### config.mk
export PLATFORM = sky130hd
export DESIGN_NAME = video_timing_flat
export DESIGN_NICKNAME = d
export VERILOG_FILES = /design/src/rtl/video_timing_pkg.sv /design/src/rtl/video_timing_if.sv /design/src/rtl/shift_register_vector.sv /design/src/rtl/video_timing.sv /design/src/flat_wrapper.sv
export SDC_FILE = /design/constraint.sdc
export NUM_CORES = 1
export LEC_CHECK = 0
export BUFFER_PORTS_ARGS = -buffer_cell sky130_fd_sc_hd__buf_2
export CORE_MARGIN = 2
export CORE_UTILIZATION = 57
export CTS_BUF_LIST = sky130_fd_sc_hd__clkbuf_8
export DETAILED_ROUTE_END_ITERATION = 8
export PLACE_DENSITY = 0.82
export SLEW_MARGIN = 10
export SYNTH_ARGS = -nofsm -noshare
export SYNTH_HDL_FRONTEND = slang
export SYNTH_SLANG_ARGS = --single-unit
### constraint.sdc
create_clock -name clk -period 2.55 [get_ports clk]
set_input_delay 0.3825 -clock clk [delete_from_list [all_inputs] [get_ports clk]]
set_output_delay 0.3825 -clock clk [all_outputs]
set_load 0.02 [all_outputs]
### src/rtl/video_timing_pkg.sv
// Shared video definitions: 640x480@60 timing defaults, line/frame total
// derivation, default pixel pipeline latency and color width, and the
// packed raster qualifier bundle carried through the alignment pipeline.
package video_timing_pkg;

    localparam int unsigned DEF_H_ACTIVE    = 640;
    localparam int unsigned DEF_H_FP        = 16;
    localparam int unsigned DEF_H_SYNC      = 96;
    localparam int unsigned DEF_H_BP        = 48;
    localparam int unsigned DEF_V_ACTIVE    = 480;
    localparam int unsigned DEF_V_FP        = 10;
    localparam int unsigned DEF_V_SYNC      = 2;
    localparam int unsigned DEF_V_BP        = 33;
    localparam bit          DEF_HS_POL      = 1'b0;
    localparam bit          DEF_VS_POL      = 1'b0;
    // Matches the sprite block ext_color latency.
    localparam int unsigned DEF_PIXEL_DELAY = 9;
    localparam int unsigned DEF_BPP         = 8;

    function automatic int unsigned line_total(input int unsigned active,
                                               input int unsigned fp,
                                               input int unsigned sync,
                                               input int unsigned bp);
        return active + fp + sync + bp;
    endfunction

    localparam int unsigned DEF_H_TOTAL =
        line_total(DEF_H_ACTIVE, DEF_H_FP, DEF_H_SYNC, DEF_H_BP);
    localparam int unsigned DEF_V_TOTAL =
        line_total(DEF_V_ACTIVE, DEF_V_FP, DEF_V_SYNC, DEF_V_BP);

    // Raw qualifiers; all-zero is the blanked/idle state the pipeline
    // resets to (hs/vs are "inside sync" flags, not pin levels).
    typedef struct packed {
        logic active;
        logic hs;
        logic vs;
    } raster_qual_t;

    localparam int unsigned QUAL_WIDTH = $bits(raster_qual_t);

endpackage

### src/rtl/video_timing_if.sv
// Video layer bus between the raster timing generator and its consumers.
//   count_h/count_v  raster position issued to the layer blocks
//   vblank           undelayed vertical blanking flag
//   frame_start      one-clock pulse at position (0,0)
//   pixel_color      composited layer color returned PIXEL_DELAY clocks later
//   vga_hs/vs/de     display sync and data-enable, aligned with vga_color
//   vga_color        display color, zero outside the active area
// master: timing generator side; slave: layer/display side.
interface video_timing_if
    import video_timing_pkg::*;
#(
    parameter int unsigned BPP = DEF_BPP
);
    logic [31:0]    count_h;
    logic [31:0]    count_v;
    logic           vblank;
    logic           frame_start;
    logic [BPP-1:0] pixel_color;
    logic           vga_hs;
    logic           vga_vs;
    logic           vga_de;
    logic [BPP-1:0] vga_color;

    modport master (
        output count_h, count_v, vblank, frame_start,
        output vga_hs, vga_vs, vga_de, vga_color,
        input  pixel_color
    );

    modport slave (
        input  count_h, count_v, vblank, frame_start,
        input  vga_hs, vga_vs, vga_de, vga_color,
        output pixel_color
    );

endinterface

### src/rtl/shift_register_vector.sv
// Fixed-depth delay line for a WIDTH-bit vector with synchronous clear.
//   clk    clock
//   reset  synchronous active-high, clears every stage to zero
//   d      input vector
//   q      d delayed by DEPTH clocks (DEPTH >= 1)
module shift_register_vector #(
    parameter int unsigned WIDTH = 1,
    parameter int unsigned DEPTH = 1
) (
    input  logic             clk,
    input  logic             reset,
    input  logic [WIDTH-1:0] d,
    output logic [WIDTH-1:0] q
);
    logic [WIDTH-1:0] stage [DEPTH];

    always_ff @(posedge clk) begin
        if (reset) begin
            for (int i = 0; i < int'(DEPTH); i++) begin
                stage[i] <= '0;
            end
        end else begin
            stage[0] <= d;
            for (int i = 1; i < int'(DEPTH); i++) begin
                stage[i] <= stage[i-1];
            end
        end
    end

    assign q = stage[DEPTH-1];

endmodule

### src/rtl/video_timing.sv
// Raster timing generator and pixel output stage.
//   clk    pixel clock
//   reset  synchronous active-high
//   vid    video_timing_if master: issues count_h/count_v, vblank and
//          frame_start; takes pixel_color PIXEL_DELAY clocks after its
//          counts; drives vga_hs/vga_vs/vga_de/vga_color mutually aligned,
//          PIXEL_DELAY+1 clocks after the counts they belong to.
module video_timing
    import video_timing_pkg::*;
#(
    parameter int unsigned H_ACTIVE    = DEF_H_ACTIVE,
    parameter int unsigned H_FP        = DEF_H_FP,
    parameter int unsigned H_SYNC      = DEF_H_SYNC,
    parameter int unsigned H_BP        = DEF_H_BP,
    parameter int unsigned V_ACTIVE    = DEF_V_ACTIVE,
    parameter int unsigned V_FP        = DEF_V_FP,
    parameter int unsigned V_SYNC      = DEF_V_SYNC,
    parameter int unsigned V_BP        = DEF_V_BP,
    parameter bit          HS_POL      = DEF_HS_POL,
    parameter bit          VS_POL      = DEF_VS_POL,
    parameter int unsigned PIXEL_DELAY = DEF_PIXEL_DELAY,
    parameter int unsigned BPP         = DEF_BPP
) (
    input  logic           clk,
    input  logic           reset,
    video_timing_if.master vid
);
    localparam logic [31:0] H_TOTAL  = 32'(line_total(H_ACTIVE, H_FP, H_SYNC, H_BP));
    localparam logic [31:0] V_TOTAL  = 32'(line_total(V_ACTIVE, V_FP, V_SYNC, V_BP));
    localparam logic [31:0] H_LAST   = H_TOTAL - 32'd1;
    localparam logic [31:0] V_LAST   = V_TOTAL - 32'd1;
    localparam logic [31:0] H_ACT    = 32'(H_ACTIVE);
    localparam logic [31:0] V_ACT    = 32'(V_ACTIVE);
    localparam logic [31:0] HS_START = 32'(H_ACTIVE + H_FP);
    localparam logic [31:0] HS_END   = 32'(H_ACTIVE + H_FP + H_SYNC);
    localparam logic [31:0] VS_START = 32'(V_ACTIVE + V_FP);
    localparam logic [31:0] VS_END   = 32'(V_ACTIVE + V_FP + V_SYNC);

    logic [31:0]              count_h;
    logic [31:0]              count_v;
    raster_qual_t             qual_raw;
    raster_qual_t             qual_dly;
    logic [QUAL_WIDTH-1:0]    qual_dly_bits;
    logic                     vga_hs_r;
    logic                     vga_vs_r;
    logic                     vga_de_r;
    logic [BPP-1:0]           vga_color_r;

    always_ff @(posedge clk) begin
        if (reset) begin
            count_h <= '0;
            count_v <= '0;
        end else if (count_h == H_LAST) begin
            count_h <= '0;
            count_v <= (count_v == V_LAST) ? 32'd0 : count_v + 32'd1;
        end else begin
            count_h <= count_h + 32'd1;
        end
    end

    // vs_raw depends on count_v only, so it spans whole lines.
    always_comb begin
        qual_raw        = '0;
        qual_raw.active = (count_h < H_ACT) && (count_v < V_ACT);
        qual_raw.hs     = (count_h >= HS_START) && (count_h < HS_END);
        qual_raw.vs     = (count_v >= VS_START) && (count_v < VS_END);
    end

    // Reset clears the line to the blanked state, so a sync pulse that
    // was in flight when reset hit never reaches the pins.
    shift_register_vector #(
        .WIDTH (QUAL_WIDTH),
        .DEPTH (PIXEL_DELAY)
    ) u_qual_dly (
        .clk   (clk),
        .reset (reset),
        .d     (qual_raw),
        .q     (qual_dly_bits)
    );

    assign qual_dly = raster_qual_t'(qual_dly_bits);

    // pixel_color arrives together with qual_dly, so one register aligns
    // color with the sync/enable outputs.
    always_ff @(posedge clk) begin
        if (reset) begin
            vga_de_r    <= 1'b0;
            vga_hs_r    <= ~HS_POL;
            vga_vs_r    <= ~VS_POL;
            vga_color_r <= '0;
        end else begin
            vga_de_r    <= qual_dly.active;
            vga_hs_r    <= qual_dly.hs ? HS_POL : ~HS_POL;
            vga_vs_r    <= qual_dly.vs ? VS_POL : ~VS_POL;
            vga_color_r <= qual_dly.active ? vid.pixel_color : '0;
        end
    end

    assign vid.count_h     = count_h;
    assign vid.count_v     = count_v;
    assign vid.vblank      = (count_v >= V_ACT);
    assign vid.frame_start = (count_h == 32'd0) && (count_v == 32'd0);
    assign vid.vga_hs      = vga_hs_r;
    assign vid.vga_vs      = vga_vs_r;
    assign vid.vga_de      = vga_de_r;
    assign vid.vga_color   = vga_color_r;

endmodule

### src/flat_wrapper.sv
// flat-port wrapper written by rule: the top's interface ports become plain ports
module video_timing_flat import video_timing_pkg::*;
#(
    parameter int unsigned H_ACTIVE    = DEF_H_ACTIVE,
    parameter int unsigned H_FP        = DEF_H_FP,
    parameter int unsigned H_SYNC      = DEF_H_SYNC,
    parameter int unsigned H_BP        = DEF_H_BP,
    parameter int unsigned V_ACTIVE    = DEF_V_ACTIVE,
    parameter int unsigned V_FP        = DEF_V_FP,
    parameter int unsigned V_SYNC      = DEF_V_SYNC,
    parameter int unsigned V_BP        = DEF_V_BP,
    parameter bit          HS_POL      = DEF_HS_POL,
    parameter bit          VS_POL      = DEF_VS_POL,
    parameter int unsigned PIXEL_DELAY = DEF_PIXEL_DELAY,
    parameter int unsigned BPP         = DEF_BPP
)
  (clk, reset, vid_count_h, vid_count_v, vid_vblank, vid_frame_start, vid_vga_hs, vid_vga_vs, vid_vga_de, vid_vga_color, vid_pixel_color);
  video_timing_if #(.BPP(BPP)) vid_i ();
  input  logic clk;
  input  logic reset;
  output wire logic [$bits(vid_i.count_h)-1:0] vid_count_h;
  output wire logic [$bits(vid_i.count_v)-1:0] vid_count_v;
  output wire logic [$bits(vid_i.vblank)-1:0] vid_vblank;
  output wire logic [$bits(vid_i.frame_start)-1:0] vid_frame_start;
  output wire logic [$bits(vid_i.vga_hs)-1:0] vid_vga_hs;
  output wire logic [$bits(vid_i.vga_vs)-1:0] vid_vga_vs;
  output wire logic [$bits(vid_i.vga_de)-1:0] vid_vga_de;
  output wire logic [$bits(vid_i.vga_color)-1:0] vid_vga_color;
  input wire logic [$bits(vid_i.pixel_color)-1:0] vid_pixel_color;
  assign vid_count_h = vid_i.count_h;
  assign vid_count_v = vid_i.count_v;
  assign vid_vblank = vid_i.vblank;
  assign vid_frame_start = vid_i.frame_start;
  assign vid_vga_hs = vid_i.vga_hs;
  assign vid_vga_vs = vid_i.vga_vs;
  assign vid_vga_de = vid_i.vga_de;
  assign vid_vga_color = vid_i.vga_color;
  assign vid_i.pixel_color = vid_pixel_color;
  video_timing #(.H_ACTIVE(H_ACTIVE), .H_FP(H_FP), .H_SYNC(H_SYNC), .H_BP(H_BP), .V_ACTIVE(V_ACTIVE), .V_FP(V_FP), .V_SYNC(V_SYNC), .V_BP(V_BP), .HS_POL(HS_POL), .VS_POL(VS_POL), .PIXEL_DELAY(PIXEL_DELAY), .BPP(BPP)) u_core (.clk(clk), .reset(reset), .vid(vid_i));
endmodule
==> reports/results.ini, run 1 <==
[routing]
routed_wl_um = 10500
routed-wl-met2_um = 5000
antenna_left = 0
drt_iter0_drc = 247
dr_wl_met3_um = 645
via_per_inst = 5.81
vias = 3961
wire_per_inst_um = 15.3
drc = 0
top_layer = met4
wl_met1_um = 4530
firstDrtPassIters = 4

[clock_network]
clock_latency_ns = 0.37
hold_buffers = 0
numCtsBuffers = 9
cts_max_level = 3
cts.sinks = 102
ctsRootBufferMaster = clkbuf_8
cts_tree = done
cts_buffer_depth = 2
clkTransAtPathRegs_ns = 0.11

[critical_path]
worst-path-stages = 5
rrSetupSlack_ns = 0.19
cp.required_ns = 2.17
critPathCapture = vid_frame_start
cp-end-kind = output pin
r2r_end = u_core.vid.count_v[24]
rr_startpoint = u_core.vid.count_v[0]
reg2regPathDepth = 8
path_common_cell = nor4_4
startpoint = u_core.vid.count_v[31]
path_buf_inv = 1
path_delay_family = simple AND/OR/NAND/NOR gates
arrival_ns = 2.11
max_stage_delay_ns = 0.39
cp_slowest_cell = dfxtp_1
crit_fanout = 4
cp-start-kind = flip-flop
crit_type = flip-flop to output pin
cp_cell_sequence = nor4_4 -> nand4_1 -> nand3b_1 -> nor4_4 -> buf_4

[global_route]
grt_pass1_wl_um = 17200
grt_util_all_layers = 0.248
grt_max_degree = 36
grt_remaining_overflow = 0
antenna_found_initial = 0
grt_pass1_vias = 3636

[job]
drv_cap = 0

[die]
io_pins = 87
core_sq_um = 7610
start_util = 0.579
die_h_um = 91.9
fp.dieW_um = 91.9
dieArea_sq_um = 8440
num_rows = 32

[yosys]
synth.avg_cell_area_sq_um = 9.02
ys_seq_area_frac = 0.464
yosysWarnings = 0
synth_edf_count = 0
syn_inst = 488
ys_async_sr_fraction = 0
ys_types = 46
synth_simple_gate_area_share = 0.357
yosys.area_share.xor_xnor = 0.101
ys_ff_latch = 102
synth_top_family_by_area = simple AND/OR/NAND/NOR gates
synth_area_sq_um = 4400
synth_fp_nets = 502
synth_compound_area_frac = 0.0259
yosys-mux-area-fraction = 0.00341
ys.flop_type = dfxtp_1
synth_fa_ha_area_frac = 0.0114

[timing]
setup_viol = 0
maxSlewViolCount = 0
fin_crit_ns = 2.49
hold_slack_ns = 0.200
fin_skew_ns = 0.0105
finalCritPeriodShare = 0.977
final_hold_viol_count = 0
worstMarginPinSlew_ns = 0.582
timing.fmax_mhz = 401
slew_headroom = 0.612

[placement]
dp.cells = 662
port_buffers = 86
gp_congestion = 0.938
dpl.hpwl_um = 6900

[worst_hold_path]
hold_class = input pin to flip-flop

[power_and_ir_drop]
p_per_area_nw_per_um2 = 511
p_leak_uw = 0.00216
peakVddDrop_mv = 0.353

[layout]
antenna_cells = 0
drive_above_1_share = 0.264
area_growth_pct = 20.8
nets = 589
num-fill-cells = 587
fin_cells = 682

[run_status]
outcome = finished clean

-- power by group --
group          total [uW]  internal [uW]  leakage (uW)  switching, uW
Clock                1040            397      0.000106            639
Combinational        79.1           31.8       0.00123           47.3
Sequential           1610           1600      0.000826           7.69
Total                2720           2030       0.00216            694
-- cells in the mapped netlist (2+ instances only) --
cell | count | area share
a21oi_1 | 9 | 0.010
and2_1 | 10 | 0.014
and3_1 | 9 | 0.013
and4_1 | 7 | 0.014
buf_2 | 8 | 0.0091
buf_4 | 2 | 0.0034
clkbuf_1 | 15 | 0.013
dfxtp_1 | 102 | 0.46
ha_1 | 4 | 0.011
inv_1 | 9 | 0.0077
nand2_1 | 29 | 0.025
nand2b_1 | 3 | 0.0043
nand3_1 | 19 | 0.022
nand3b_1 | 2 | 0.0034
nand4_1 | 20 | 0.028
nand4_2 | 4 | 0.011
nor2_1 | 63 | 0.054
nor2b_1 | 26 | 0.037
nor3_1 | 16 | 0.018
nor4_1 | 33 | 0.047
nor4b_1 | 3 | 0.0060
o211ai_1 | 2 | 0.0034
o21ai_0 | 6 | 0.0068
o31ai_1 | 2 | 0.0034
or2_2 | 3 | 0.0043
or3_1 | 10 | 0.014
or4_1 | 4 | 0.0068
xnor2_1 | 36 | 0.072
xor2_1 | 15 | 0.030
-- final cells by class --
class | count | area (sq um) | area share
well taps | 102 | 128 | 0.0240
clock inverters | 7 | 88.8 | 0.0167
repair buffers | 103 | 586 | 0.110
inverters | 9 | 36.3 | 0.00682
multi-input cells | 350 | 2300 | 0.433
flip-flops and latches | 102 | 2050 | 0.386
clock buffers | 9 | 124 | 0.0233
-- sequential cells by signal (all words and copies together), names as in the netlist --
| signal | flops |
|---|---|
| u_core.vid.vga_vs | 1 |
| u_core.vid.count_v | 32 |
| u_core.vid.vga_hs | 1 |
| u_core.vid.vga_color | 8 |
| u_core.u_qual_dly.stage | 27 |
| u_core.vid.vga_de | 1 |
| u_core.vid.count_h | 32 |
-- cells by family after synthesis --
kind of cell	count (synthesis)
adder cells (fa/ha/maj)	4
buffers and inverters	36
multiplexers	1
XOR/XNOR	51
flip-flops	102
AND/OR/NAND/NOR	274
AO/OA/AOI/OAI	20
-- routing by layer --
metal / up-vias / global-route usage
met5: - / 0
met4: 0 / 0.109
met3: 29 / 0.0337
met2: 165 / 0.392
met1: 1883 / 0.341
li1: 1884 / -
-- stage by stage --
step	setup TNS [ns]	setup WS [ns]	total power, uW	util	instance area, sq um
detailed placement	0	0.255	1720	0.651	4960
finish	0	0.0575	2720	0.699	5320
global placement	0	0.344	1710	0.651	4960
CTS	-0.00213	-0.00213	2740	0.691	5260
global route	-0.0417	-0.0160	2820	0.699	5320
floorplan	0	0.0898	1690	-	4400
-- cell usage in the layout, fill, tap and decap left out, types with 3 or more instances in the layout --
cell type / count
and4_1: 7
buf_4: 16
o21ai_0: 6
and3_1: 9
nor2_1: 63
nor4_2: 7
or4_1: 4
xnor2_1: 36
nand4_1: 20
dfxtp_2: 3
nand4_2: 4
ha_1: 3
or2_2: 3
buf_2: 85
dfxtp_1: 97
and2_1: 10
nand2b_1: 3
a21oi_1: 9
nand3_1: 19
or3_1: 10
nor3_1: 15
nor2b_1: 26
inv_1: 7
nor4_4: 3
xor2_1: 15
clkbuf_8: 9
nor4_1: 25
nand2_1: 29
clkinv_8: 3
-- how the worst min path moves through the flow --
stage                              startpoint                       to  slack [ns]  cells past startpoint
3_3_place_gp   u_core.u_qual_dly.stage[0][24]        u_core.vid.vga_vs        0.36                      1
5_1_grt                    vid_pixel_color[2]  u_core.vid.vga_color[2]        0.19                      2
2_1_floorplan  u_core.u_qual_dly.stage[0][25]        u_core.vid.vga_hs        0.35                      1
3_5_place_dp   u_core.u_qual_dly.stage[0][25]        u_core.vid.vga_hs        0.36                      1
6_report                   vid_pixel_color[7]  u_core.vid.vga_color[7]        0.20                      2
4_1_cts                    vid_pixel_color[7]  u_core.vid.vga_color[7]        0.19                      2
-- timing repair --
| item | 4_1_cts | 5_1_grt |
|---|---|---|
| gates cloned | 0 | 0 |
| pin swaps | 4 | 3 |
| endpoints found under the setup margin | 1 | 2 |
| setup buffers | 3 | 1 |
| gates resized for setup | 17 | 10 |
No activity file was read; power rests on OpenSTA's default activity.
==> run 2: changes to the inputs <==
Settings changed: ABC_AREA set to 1, CELL_PAD_IN_SITES_DETAIL_PLACEMENT set to 0, CELL_PAD_IN_SITES_GLOBAL_PLACEMENT set to 1, CORE_UTILIZATION 57 to 41, PLACE_DENSITY 0.82 to not set, PLACE_DENSITY_LB_ADDON set to 0.1.
==> reports/results.ini, run 2 <==
[run_status]
outcome = finished clean

[global_route]
antenna_found_initial = 0  ; unchanged
grt_max_degree = 49  ; +36%
grt_util_all_layers = 0.226  ; -0.0225
gr-usage-met1 = 0.285  ; -0.0559
grt_pass1_vias = 4932  ; +36%
grt-busiest-layer = met2
grt_use_met2 = 0.381  ; -0.0113
use_met3 = 0.0412  ; +0.00751
grt_pass1_wl_um = 23900  ; +39%
grt_remaining_overflow = 0  ; unchanged

[critical_path]
crit_fanout = 7  ; +3
cp-end-kind = output pin
r2r_end = u_core.vid.count_v[2]
cp-start-kind = flip-flop
rr_startpoint = u_core.vid.count_h[0]
startpoint = u_core.vid.count_v[15]
crit_type = flip-flop to output pin
arrival_ns = 1.97  ; -0.14 ns
reg2regPathDepth = 10  ; +2
cp.required_ns = 2.17  ; about the same
rrSetupSlack_ns = 0.50  ; +0.31 ns

[clock_network]
hold_buffers = 0  ; unchanged
clock_latency_ns = 0.39  ; +0.02 ns
post_cts_buffers = 0  ; -3
cts_max_level = 3  ; unchanged
numCtsBuffers = 9  ; unchanged
ctsRootBufferMaster = clkbuf_8
cts_tree = done
cts_buffer_depth = 2  ; unchanged
ctsResizeCount = 0  ; -17
cts.sinks = 102  ; unchanged
clkTransAtPathRegs_ns = 0.12  ; about the same

[timing]
slew_headroom = 0.579  ; -0.0326
fin_crit_ns = 2.35  ; -0.143 ns
tns_ns = 0  ; unchanged
maxSlewViolCount = 0  ; unchanged
worstMarginPinSlew_ns = 0.630  ; +0.0482 ns
finalCritPeriodShare = 0.921  ; -0.0562
fin_skew_ns = 0.0114  ; +0.000860 ns
final_hold_viol_count = 0  ; unchanged
rsz0062_at_grt = no
timing.fmax_mhz = 426  ; +6.1%
setup_viol = 0  ; unchanged

[yosys]
synth_top_area_cell = dfxtp_1
synth_edf_count = 0  ; unchanged
ys_top_cells_by_count = nand2_1 (250), nor2_1 (165), inv_1 (122), dfxtp_1 (102), nand3_1 (64)
ys_types = 32  ; -30%
ys_async_sr_fraction = 0  ; unchanged
post-synth-top-count-cell = nand2_1
synth.top_cell.area_share = 0.388  ; -0.0758
syn_inst = 839  ; +72%
synth_area_sq_um = 5260  ; +20%
ys_seq_area_frac = 0.388  ; -0.0758
ys_ff_latch = 102  ; unchanged
synth.avg_cell_area_sq_um = 6.27  ; -30%
synth_area_leaders = dfxtp_1 (39%), nand2_1 (18%), nor2_1 (12%)
synth_fp_nets = 853  ; +70%
yosysWarnings = 0  ; unchanged
ys.flop_type = dfxtp_1

[power_and_ir_drop]
p_per_area_nw_per_um2 = 455  ; -11%
p_leak_uw = 0.00272  ; +26%
peakVddDrop_mv = 0.208  ; -41%

[die]
dieArea_sq_um = 13800  ; +63%
core_sq_um = 12600  ; +65%
die_h_um = 117  ; +28%
start_util = 0.419  ; -0.160
num_rows = 41  ; +28%
fp.dieW_um = 117  ; +28%
io_pins = 87  ; unchanged

[layout]
drive_above_1_share = 0.141  ; -0.123
antenna_cells = 0  ; unchanged
top_regs = u_core.vid.count_h (32), u_core.vid.count_v (32), u_core.u_qual_dly.stage (27)
fin_cells = 1104  ; +62%
fin_util = 0.483  ; -0.216
final_cell_mix = nand2_1 (250), nor2_1 (165), inv_1 (122), dfxtp_1 (102), buf_2 (86)
nets = 941  ; +60%
area_growth_pct = 15.3
layout_commonest_cell = nand2_1

[placement]
dp.cells = 1088  ; +64%
port_buffers = 86  ; unchanged
gp_congestion = 0.906  ; -3.4%
dpl.hpwl_um = 11200  ; +62%

[routing]
antenna_left = 0  ; unchanged
drc = 0  ; unchanged
routed_wl_um = 14900  ; +43%
firstDrtPassIters = 4  ; unchanged
drt_iter0_drc = 298  ; +21%
via_per_inst = 4.87  ; -16%
wire_per_inst_um = 13.5  ; -12%
vias = 5377  ; +36%

[worst_hold_path]
min_to = u_core.vid.vga_color[0]
holdPathStages = 3  ; +1
worstHoldStart = vid_pixel_color[0]
hold_class = input pin to flip-flop

[job]
drv_cap = 0  ; unchanged

## run 2: where the power goes
part,leakage [uW],total [uW],internal (uW),switching [uW]
logic,0.00179,78.0,22.8,55.2
registers,0.000823,1610,1600,5.69
clock network,0.000105,1080,396,683
total,0.00272,2760,2020,744
## run 2: worst max-delay path, stage by stage (launching register included)
cell and delay, ns:
dfxtp_1 0.41, inv_1 0.11, nand2_1 0.06, nor2_1 0.26, nand2_1 0.09, nor3_1 0.25
inv_1 0.06, nor2_1 0.15, buf_2 0.19
## run 2: layer usage
metal	up-vias	wire length [um]	share of wire
met1	2449	6730	0.45
met3	22	751	0.050
met5	-	0	0
met2	142	7090	0.47
met4	0	362	0.024
li1	2764	-	-
## run 2: final cells by class
class                      count  area (sq um)
sequential                   102          2040
timing repair buffer          90           460
multi-input combinational    598          2670
inverter                     126           474
fill                        1364          6500
clock buffer                   9           124
tap                          172           215
clock inverter                 7          86.3
## run 2: worst max path at each step
stage                                        to  slack, ns  depth (start not counted)
after CTS                       vid_frame_start       0.17                          8
after floorplan                 vid_frame_start       0.81                          7
final                           vid_frame_start       0.20                          8
after global routing            vid_frame_start       0.01                          8
after detailed placement  u_core.vid.count_v[2]       0.52                         10
after global placement    u_core.vid.count_v[2]       0.61                         10
## run 2: logic make-up after synthesis
logic type	Yosys count	synth area share
compound gates	45	0.0445
xor+xnor	11	0.0183
fa+ha+maj	4	0.00951
buf+inv	139	0.105
flops	102	0.388
simple gates	538	0.434
## run 2: per-stage QoR
step | area (sq um) | total power [uW] | hold WS [ns] | setup slack (ns)
3_3_place_gp | 5860 | 1720 | 0.355 | 0.614
6_report | 6070 | 2760 | 0.195 | 0.201
3_5_place_dp | 5860 | 1720 | 0.361 | 0.521
4_1_cts | 6070 | 2810 | 0.175 | 0.170
5_1_grt | 6070 | 2890 | 0.171 | 0.0150
2_1_floorplan | 5260 | 1690 | 0.352 | 0.808
